[src/rtl/dma_pack_pkg.sv]
// ============================================================================
// Package : dma_pack_pkg - shared types and helpers for dma_write_packer
// Rev     : 1.0
// ============================================================================
`default_nettype none

package dma_pack_pkg;

    localparam int IN_WIDTH_DEF  = 32;
    localparam int OUT_WIDTH_DEF = 512;
    // Widest input keep the popcount helper accepts (512-bit input words).
    localparam int KEEP_MAX      = 64;

    function automatic int calc_lanes(input int in_w, input int out_w);
        return out_w / in_w;
    endfunction

    function automatic int calc_idx_w(input int lanes);
        return (lanes > 1) ? $clog2(lanes) : 1;
    endfunction

    localparam int LANES = calc_lanes(IN_WIDTH_DEF, OUT_WIDTH_DEF);
    localparam int IDX_W = calc_idx_w(LANES);

    typedef enum logic [1:0] {
        IDLE    = 2'd0,
        CMD_OUT = 2'd1,
        DATA    = 2'd2
    } state_t;

    function automatic logic [31:0] keep_popcount(input logic [KEEP_MAX-1:0] keep);
        logic [31:0] cnt;
        cnt = '0;
        for (int i = 0; i < KEEP_MAX; i++) begin
            cnt = cnt + 32'(keep[i]);
        end
        return cnt;
    endfunction

endpackage

`default_nettype wire

[src/rtl/dma_write_packer.sv]
// ============================================================================
// Module : dma_write_packer - width-up packer from result words to DMA beats
// Rev    : 1.0
// ============================================================================
`default_nettype none

module dma_write_packer
    import dma_pack_pkg::*;
#(
    parameter int IN_WIDTH  = 32,
    parameter int OUT_WIDTH = 512
) (
    input  logic                   user_clk,
    input  logic                   user_aresetn,

    input  logic                   s_axis_cmd_valid,
    output logic                   s_axis_cmd_ready,
    input  logic [63:0]            s_axis_cmd_address,
    input  logic [31:0]            s_axis_cmd_length,

    input  logic                   s_axis_data_valid,
    output logic                   s_axis_data_ready,
    input  logic [IN_WIDTH-1:0]    s_axis_data_data,
    input  logic [IN_WIDTH/8-1:0]  s_axis_data_keep,
    input  logic                   s_axis_data_last,

    output logic                   m_axis_dma_write_cmd_valid,
    input  logic                   m_axis_dma_write_cmd_ready,
    output logic [63:0]            m_axis_dma_write_cmd_address,
    output logic [31:0]            m_axis_dma_write_cmd_length,

    output logic                   m_axis_dma_write_data_valid,
    input  logic                   m_axis_dma_write_data_ready,
    output logic [OUT_WIDTH-1:0]   m_axis_dma_write_data_data,
    output logic [OUT_WIDTH/8-1:0] m_axis_dma_write_data_keep,
    output logic                   m_axis_dma_write_data_last,

    output logic                   err_length_mismatch,
    output logic [31:0]            stat_beats_out,
    output logic [31:0]            stat_bytes_in
);

    localparam int N_LANES    = calc_lanes(IN_WIDTH, OUT_WIDTH);
    localparam int N_IDX_W    = calc_idx_w(N_LANES);
    localparam int IN_KEEP_W  = IN_WIDTH / 8;
    localparam int OUT_KEEP_W = OUT_WIDTH / 8;
    localparam logic [N_IDX_W-1:0] LAST_IDX = N_IDX_W'(N_LANES - 1);

    state_t                  state_q, state_d;
    logic [63:0]             addr_q, addr_d;
    logic [31:0]             len_q, len_d;
    logic [N_IDX_W-1:0]      idx_q, idx_d;
    logic [31:0]             xfer_bytes_q, xfer_bytes_d;
    logic [OUT_WIDTH-1:0]    buf_data_q, buf_data_d;
    logic [OUT_KEEP_W-1:0]   buf_keep_q, buf_keep_d;
    logic                    out_valid_q, out_valid_d;
    logic                    out_last_q, out_last_d;
    logic [OUT_WIDTH-1:0]    out_data_q, out_data_d;
    logic [OUT_KEEP_W-1:0]   out_keep_q, out_keep_d;
    logic                    err_q, err_d;
    logic [31:0]             beats_q, beats_d;
    logic [31:0]             bytes_in_q, bytes_in_d;

    logic [OUT_WIDTH-1:0]    w_merge_data;
    logic [OUT_KEEP_W-1:0]   w_merge_keep;
    logic [31:0]             w_word_bytes;
    logic                    w_data_ready;

    assign w_data_ready = (state_q == DATA) && (!out_valid_q || m_axis_dma_write_data_ready);
    assign w_word_bytes = keep_popcount(KEEP_MAX'(s_axis_data_keep));

    assign s_axis_cmd_ready             = (state_q == IDLE);
    assign s_axis_data_ready            = w_data_ready;
    assign m_axis_dma_write_cmd_valid   = (state_q == CMD_OUT);
    assign m_axis_dma_write_cmd_address = addr_q;
    assign m_axis_dma_write_cmd_length  = len_q;
    assign m_axis_dma_write_data_valid  = out_valid_q;
    assign m_axis_dma_write_data_data   = out_data_q;
    assign m_axis_dma_write_data_keep   = out_keep_q;
    assign m_axis_dma_write_data_last   = out_last_q;
    assign err_length_mismatch          = err_q;
    assign stat_beats_out               = beats_q;
    assign stat_bytes_in                = bytes_in_q;

    // Pack buffer with the incoming word dropped into lane idx.
    always_comb begin
        w_merge_data = buf_data_q;
        w_merge_keep = buf_keep_q;
        for (int l = 0; l < N_LANES; l++) begin
            if (idx_q == N_IDX_W'(l)) begin
                w_merge_data[l*IN_WIDTH +: IN_WIDTH]   = s_axis_data_data;
                w_merge_keep[l*IN_KEEP_W +: IN_KEEP_W] = s_axis_data_keep;
            end
        end
    end

    always_comb begin
        state_d      = state_q;
        addr_d       = addr_q;
        len_d        = len_q;
        idx_d        = idx_q;
        xfer_bytes_d = xfer_bytes_q;
        buf_data_d   = buf_data_q;
        buf_keep_d   = buf_keep_q;
        out_valid_d  = out_valid_q;
        out_last_d   = out_last_q;
        out_data_d   = out_data_q;
        out_keep_d   = out_keep_q;
        err_d        = err_q;
        beats_d      = beats_q;
        bytes_in_d   = bytes_in_q;

        // Drain first so a same-cycle load below overrides it without a bubble.
        if (out_valid_q && m_axis_dma_write_data_ready) begin
            out_valid_d = 1'b0;
            beats_d     = beats_q + 32'd1;
        end

        unique case (state_q)
            IDLE: begin
                if (s_axis_cmd_valid) begin
                    addr_d       = s_axis_cmd_address;
                    len_d        = s_axis_cmd_length;
                    xfer_bytes_d = '0;
                    state_d      = CMD_OUT;
                end
            end

            CMD_OUT: begin
                if (m_axis_dma_write_cmd_ready) begin
                    state_d = (len_q != 32'd0) ? DATA : IDLE;
                end
            end

            DATA: begin
                if (s_axis_data_valid && w_data_ready) begin
                    xfer_bytes_d = xfer_bytes_q + w_word_bytes;
                    bytes_in_d   = bytes_in_q + w_word_bytes;
                    if (idx_q == LAST_IDX || s_axis_data_last) begin
                        out_data_d  = w_merge_data;
                        out_keep_d  = w_merge_keep;
                        out_valid_d = 1'b1;
                        out_last_d  = s_axis_data_last;
                        buf_data_d  = '0;
                        buf_keep_d  = '0;
                        idx_d       = '0;
                    end else begin
                        buf_data_d  = w_merge_data;
                        buf_keep_d  = w_merge_keep;
                        idx_d       = idx_q + N_IDX_W'(1);
                    end
                    if (s_axis_data_last) begin
                        if (xfer_bytes_d != len_q) begin
                            err_d = 1'b1;
                        end
                        state_d = IDLE;
                    end
                end
            end

            default: state_d = IDLE;
        endcase
    end

    always_ff @(posedge user_clk or negedge user_aresetn) begin
        if (!user_aresetn) begin
            state_q <= IDLE;
        end else begin
            state_q <= state_d;
        end
    end

    always_ff @(posedge user_clk or negedge user_aresetn) begin
        if (!user_aresetn) begin
            addr_q       <= '0;
            len_q        <= '0;
            idx_q        <= '0;
            xfer_bytes_q <= '0;
            buf_data_q   <= '0;
            buf_keep_q   <= '0;
            out_valid_q  <= 1'b0;
            out_last_q   <= 1'b0;
            out_data_q   <= '0;
            out_keep_q   <= '0;
            err_q        <= 1'b0;
            beats_q      <= '0;
            bytes_in_q   <= '0;
        end else begin
            addr_q       <= addr_d;
            len_q        <= len_d;
            idx_q        <= idx_d;
            xfer_bytes_q <= xfer_bytes_d;
            buf_data_q   <= buf_data_d;
            buf_keep_q   <= buf_keep_d;
            out_valid_q  <= out_valid_d;
            out_last_q   <= out_last_d;
            out_data_q   <= out_data_d;
            out_keep_q   <= out_keep_d;
            err_q        <= err_d;
            beats_q      <= beats_d;
            bytes_in_q   <= bytes_in_d;
        end
    end

endmodule

`default_nettype wire

[config.mk]
export PLATFORM = sky130hd
export DESIGN_NAME = dma_write_packer
export DESIGN_NICKNAME = d
export VERILOG_FILES = /design/src/rtl/dma_pack_pkg.sv /design/src/rtl/dma_write_packer.sv
export SDC_FILE = /design/constraint.sdc
export NUM_CORES = 2
export LEC_CHECK = 0
export BUFFER_PORTS_ARGS = -buffer_cell sky130_fd_sc_hd__buf_2
export CORE_UTILIZATION = 28
export CTS_CLUSTER_DIAMETER = 200
export DETAILED_ROUTE_END_ITERATION = 8
export PLACE_DENSITY = 0.47
export SLEW_MARGIN = 40
export SYNTH_ARGS = -nofsm -noshare
export SYNTH_HDL_FRONTEND = slang
export SYNTH_SLANG_ARGS = --single-unit
[constraint.sdc]
create_clock -name user_clk -period 4.05 [get_ports user_clk]
set_clock_uncertainty 0.15 [all_clocks]
set_input_delay 0.6075 -clock user_clk [delete_from_list [all_inputs] [get_ports user_clk]]
set_output_delay 0.6075 -clock user_clk [all_outputs]
set_load 0.05 [all_outputs]
Word level (Yosys, flattened, before mapping)
Index checks and enable logic that the tools add are counted.

word-level totals
  word-level logic and storage cells = 107
  register bits after elaboration = 1,353
  output and inout port bits = 742
  bits of input ports = 139

cells by class
  add/subtract/negate cells = 7
  eq/ne operators = 22
  muxes and demuxes = 48
  reduce and logical (&&, ||, !) cells = 16

operators with widths
  operator                                              count
  2-to-1 mux 32 bit                                     18
  2-to-1 mux 512 bit                                    1
  2-to-1 mux 4 bit                                      17
  adder 32 x 4 -> 32 bit                                2
  2-to-1 mux 64 bit                                     1
  case mux 32 bit (2 select lines)                      1
  adder 32 x 1 -> 32 bit (second input constant)        1
  equality test 4 bit (second input constant)           8
  != test 32 bit                                        1
  nonzero test 32 bit                                   1
  equality test 4 x 3 -> 1 bit (second input constant)  4
  2-to-1 mux 2 bit                                      5
  equality test 4 x 2 -> 1 bit (second input constant)  2
  AND reduction 4 bit                                   2
  case mux 2 bit (3 select lines)                       1
  AND reduction 3 bit                                   2
  adder 3 x 1 -> 4 bit                                  1
  adder 4 x 1 -> 4 bit (second input constant)          1
  equality test 4 x 1 -> 1 bit (second input constant)  1
  zero test 4 bit                                       1
  2-to-1 mux 1 bit                                      4
  != test 2 x 1 -> 1 bit (second input constant)        2
  != test 2 bit (second input constant)                 2
  AND reduction 2 bit                                   2
  other kinds (9)                                       12

Longest topological paths before layout
  depth after elaboration = 6
  mapped depth = 13
  mapped depth without buffers = 12

Worst setup path before layout
No wires, ideal clock.

  path kind = input port to flip-flop
  start = in s_axis_data_keep[0]
  end = reg err_q, in the netlist err_length_mismatch
  arrival time = 3.623 ns
  stages = 12
  data required time = 3.772 ns
  setup time = 0.128 ns
  path slack = 0.149 ns
  buffers on the path = 0
  cell sequence = fa_1 ha_1 ha_1 ha_1 a211o_2 nand3_2 a211oi_4 and3_2 xor2_1 or3b_2 a32oi_1 a31oi_1

between the ends
  word-level cells in the longest chain between the ends = 6

RTL lines
  what                           RTL line                 text
  start, declared                dma_write_packer.sv:24   input logic [IN_WIDTH/8-1:0] s_axis_data_keep,
  adder 1 x 1 -> 2 bit           dma_pack_pkg.sv:35       cnt = cnt + 32'(keep[i]);
  adder 2 x 1 -> 3 bit           dma_pack_pkg.sv:35
  adder 3 x 1 -> 4 bit           dma_pack_pkg.sv:35
  adder 32 x 4 -> 32 bit         dma_write_packer.sv:137  xfer_bytes_d = xfer_bytes_q + w_word_bytes;
  != test 32 bit                 dma_write_packer.sv:153  if (xfer_bytes_d != len_q) begin
  AND reduction 4 bit (no line)  --
  end signal, assigned           dma_write_packer.sv:199  err_q <= err_d;
  end, declared                  dma_write_packer.sv:60   logic err_q, err_d;

No other way between the ends.
A chain may end at the register's enable or synchronous reset.

Final worst setup path
Ends and elaborated chain as after synthesis.

==> summary.txt <==
===================================================================================
Signed area change from the synthesized netlist to the final layout ..       25.88%
Crit Reg-Reg Startpoint .............................................. m_axis_dma_write_data_valid$_DFF_PN0_
Largest buffer count on any clock path ...............................            3
Core Area ............................................................ 0.1999 sq mm
Arrival time of data at the critical path endpoint ...................      3.96 ns
Max FO, Critical Path ................................................            4
Vias/cell ............................................................        4.856
Synthesized flop and latch total .....................................         1353
Library cell with the largest summed area after synthesis ............ sky130_fd_sc_hd__dfrtp_1
Relative slew slack ..................................................       0.4262
Clk network pwr share ................................................        0.336
Register share of total power ........................................        0.387
Hold WC Path Type ....................................................       in2reg
DRT Wirelength .......................................................    211600 um
Largest net degree at the start of global routing ....................          208
Dominant combinational cell family by area after synthesis ........... compound AO/OA/AOI/OAI gates
Final critical-path required period ..................................     3.415 ns
Buffers plus inverters on the worst setup path .......................            3
Internal Dissipation .................................................     26.91 mW
Vias post-DR .........................................................        41000
# rows ...............................................................          164
Count of buffers added by post-CTS timing repair for setup ...........            0
Finish-stage setup viols .............................................            0
Primary FF master, synth ............................................. sky130_fd_sc_hd__dfrtp_1
Number of violations of the max-capacitance limit ....................            0
Post-synthesis xor/xnor area fraction ................................      0.01851
Top layer in use .....................................................         met4
Cell family with most CP delay .......................................  adder cells
Run status ........................................................... complete, but fails checks
Count of unique library cells instantiated by Yosys ..................           62
Depth of the worst hold-timing path ..................................            3
Overall power of the completed layout ................................     43.23 mW
Register cell area after layout ...................................... 0.03386 sq mm
Slack of the worst reg-to-reg path ...................................      0.67 ns
Ratio of cells with drive above 1 in the final layout ................       0.2568
Leak pwr .............................................................     36.49 nW
CTS H-tree lvls ......................................................            4
Total area of multi-input combinational cells ........................ 0.02095 sq mm
Die W ................................................................     450.5 um
Crit-path max cell delay .............................................      0.50 ns
Clock tree root buffer cell .......................................... sky130_fd_sc_hd__clkbuf_16
Kind of capture point of the worst setup path ........................         flop
Compound-Gate Fraction of Synth Area .................................       0.1496
Leading post-synthesis cells by cell area ............................ sky130_fd_sc_hd__dfrtp_1 (60%), sky130_fd_sc_hd__mux2i_1 (10%), sky130_fd_sc_hd__a22o_1 (8.4%)
Source-to-sink clock delay at the later pin of the worst-skew pair ...      0.84 ns
Register clock-pin slew on the reported worst setup and hold paths ...      0.06 ns
Slowest cell on crit path ............................................ sky130_fd_sc_hd__fa_1
Post-detailed-route count of antenna-violating nets ..................            0
Total power per unit cell area ....................................... 609.7 mW/mm^2
Count of placed standard cells in the final layout, fillers left out .         8444
Fmax .................................................................    292.8 MHz
Detailed route wirelength on metal3 ..................................      8582 um
Final weighted congestion in routability-driven placement ............       0.8387
Antenna violations before repair .....................................            3
Post-synth top area share ............................................       0.6011
Fraction of the mapped netlist area in simple logic gates ............      0.07169
Worst reg2reg endpoint ............................................... buf_data_q[301]$_DFFE_PN0P_
Mapped Avg Cell Area .................................................  11.79 sq um
Final global-route overflow total ....................................            0
Filler cells .........................................................        19940
Number of cell instances on the worst register-to-register path ......            9
Syn Inst Count .......................................................         4778
Initial Utilization ..................................................       0.2818
TritonCTS clock tree .................................................        built
IO Port Bufs .........................................................          880
Final layout net count ...............................................         5809
Final total negative setup slack .....................................         0 ns
Async set-reset flop share out of synthesis ..........................        1.000
Worst VDD drop .......................................................  0.0006171 V
Sw Pwr ...............................................................     16.32 mW
Final hold violations ................................................            0
Commonest cells in the synthesized netlist ........................... sky130_fd_sc_hd__dfrtp_1 (1353), sky130_fd_sc_hd__nand2_1 (659), sky130_fd_sc_hd__o21ai_0 (631), sky130_fd_sc_hd__mux2i_1 (576), sky130_fd_sc_hd__a22o_1 (542)
Top cell by count, worst path ........................................ sky130_fd_sc_hd__ha_1
Drt pass-1 iters .....................................................            9
HP Start ............................................................. m_axis_dma_write_data_ready
Mux cell area share after synthesis ..................................       0.1220
Top-count cell post-synth ............................................ sky130_fd_sc_hd__dfrtp_1
Wire length of the first global-routing pass .........................    305400 um
Count of clock tree sinks ............................................         1353
Net count of the mapped netlist ......................................         4932
Switching part of the total power ....................................       0.3775
Adder and majority gate portion of the synthesized area ..............     0.003732
Violated checks ...................................................... design-rule violations
HPWL reported at the end of detailed placement .......................    139700 um
Total of warnings raised by yosys ....................................            0
RSZ-0062 raised after global routing .................................        false
Crit path kind .......................................................       in2reg
DRC violation count after routing ....................................          144
End of the worst hold path ........................................... stat_beats_out[0]$_DFFE_PN0P_
Sequential fraction of the synthesis area ............................       0.6011
Via count of the first global-routing pass ...........................        41580
Metal-1 WL ...........................................................     91670 um
List of cells traversed by the critical path ......................... buf_2 > fa_1 > ha_1 > ha_1 > ha_1 > a211o_2 > nand3_2 > a211oi_4 > buf_4 > nand3_1 > xnor2_1 > nor4_1 > buf_4 > and4_1 > a31oi_1
Combinational Power Share ............................................        0.277
1st-iter DRT viols ...................................................         2809
Total instance count after detailed placement ........................         8045
All-Layer GR Usage ...................................................       0.2053
Floorplan die area ................................................... 0.2029 sq mm
Clock buffers created by TritonCTS ...................................          160
DR WL met2 ...........................................................    102600 um
Period utilisation layout ............................................       0.8433
Actual transition at the worst max-transition pin ....................    0.8587 ns
EDFF count, synth ....................................................            0
Number of ports placed on the die boundary ...........................          881
Number of pins exceeding their max-slew limit in the final report ....            0
Post-DR wirelength/cell ..............................................     25.06 um
Post-synthesis instance area ......................................... 0.05632 sq mm
Startpoint type of the worst setup path ..............................   input port
Worst EP required ....................................................      4.60 ns
Die Y ................................................................     450.5 um
===================================================================================
## state kept, by name (all words and copies together), names as in the netlist, 64 cells and up
signal                        count
buf_data_q                      512
buf_keep_q                       64
m_axis_dma_write_cmd_address     64
m_axis_dma_write_data_data      512
m_axis_dma_write_data_keep       64
## layer usage
metal	track usage	vias up
li1	-	18710
met1	0.2657	21020
met2	0.3403	1004
met3	0.03179	279
met4	0.08594	0
met5	0	-
## power by group through the flow
stage	registers [mW]	clock network, mW	logic, mW
floorplan	20.4	0	4.12
global placement	16.9	0	12.0
detailed placement	16.9	0	12.0
CTS	16.7	14.9	12.1
global route	16.9	15.4	12.7
finish	16.7	14.5	12.0
## area by class of cell
class,count,area share
flip-flops and latches,1353,0.4775
multi-input cells,2965,0.2954
repair buffers,1152,0.1042
clock buffers,239,0.06590
well taps,2656,0.04687
clock inverters,51,0.008647
inverters,23,0.001218
diodes,5,0.0001765
## tightest hold or removal path: cells and delay by family
kind	cells	cell delay [ns]
xor+xnor	1	0.09
buf+inv	1	0.10
simple gates	1	0.22
## logic make-up (layout without fill, tap and decap cells)
group | Yosys count | count (layout)
buffers and inverters | 460 | 1465
and+or+nand+nor | 917 | 917
AOI/OAI and AO/OA | 1240 | 1240
muxes | 674 | 674
other | 0 | 5
xor gates and xnor gates | 119 | 119
DFF | 1353 | 1353
adders and majority gates | 15 | 15
## cells in the final DEF (no fill, tap or decap), types with 36 or more instances in the layout
master and n:
sky130_fd_sc_hd__buf_12 37, sky130_fd_sc_hd__xor2_1 40, sky130_fd_sc_hd__nand3_1 36, sky130_fd_sc_hd__mux2_2 98, sky130_fd_sc_hd__dlygate4sd3_1 100, sky130_fd_sc_hd__nor2_1 48, sky130_fd_sc_hd__buf_4 142, sky130_fd_sc_hd__and2_1 43
sky130_fd_sc_hd__buf_2 859, sky130_fd_sc_hd__mux2i_1 576, sky130_fd_sc_hd__clkbuf_1 43, sky130_fd_sc_hd__dfrtp_1 1353, sky130_fd_sc_hd__o21ai_0 631, sky130_fd_sc_hd__xnor2_1 79, sky130_fd_sc_hd__a22o_1 542, sky130_fd_sc_hd__nand2_1 651
sky130_fd_sc_hd__clkbuf_16 161
## stage by stage
step / area, sq um / setup WS, ns / util / hold WS, ns
6_report: 70900 / 0.6346 / 0.3547 / 0.08456
5_1_grt: 70890 / 0.4583 / 0.3547 / 0.08897
4_1_cts: 70770 / 0.6308 / 0.3541 / 0.006572
3_5_place_dp: 64490 / -0.2040 / 0.3227 / 0.3111
3_3_place_gp: 64270 / -0.2777 / 0.3216 / 0.3068
2_1_floorplan: 56320 / 0.1493 / - / 0.1619
## what timing repair did
action,in CTS,in global routing
hold buffers,100,0
gates resized for setup,0,0
hold endpoints to repair,440,0
## how the worst max path moves through the flow
stage,slack (ns),depth (start not counted),end,from
finish,0.63,15,err_length_mismatch$_DFFE_PN0P_,s_axis_data_keep[0]
global route,0.46,15,err_length_mismatch$_DFFE_PN0P_,s_axis_data_keep[0]
CTS,0.63,9,buf_data_q[426]$_DFFE_PN0P_,m_axis_dma_write_data_valid$_DFF_PN0_
detailed placement,-0.20,15,err_length_mismatch$_DFFE_PN0P_,s_axis_data_keep[0]
global placement,-0.28,15,err_length_mismatch$_DFFE_PN0P_,s_axis_data_keep[0]
floorplan,0.15,12,err_length_mismatch$_DFFE_PN0P_,s_axis_data_keep[0]
Power figures use the tool's default switching activity.
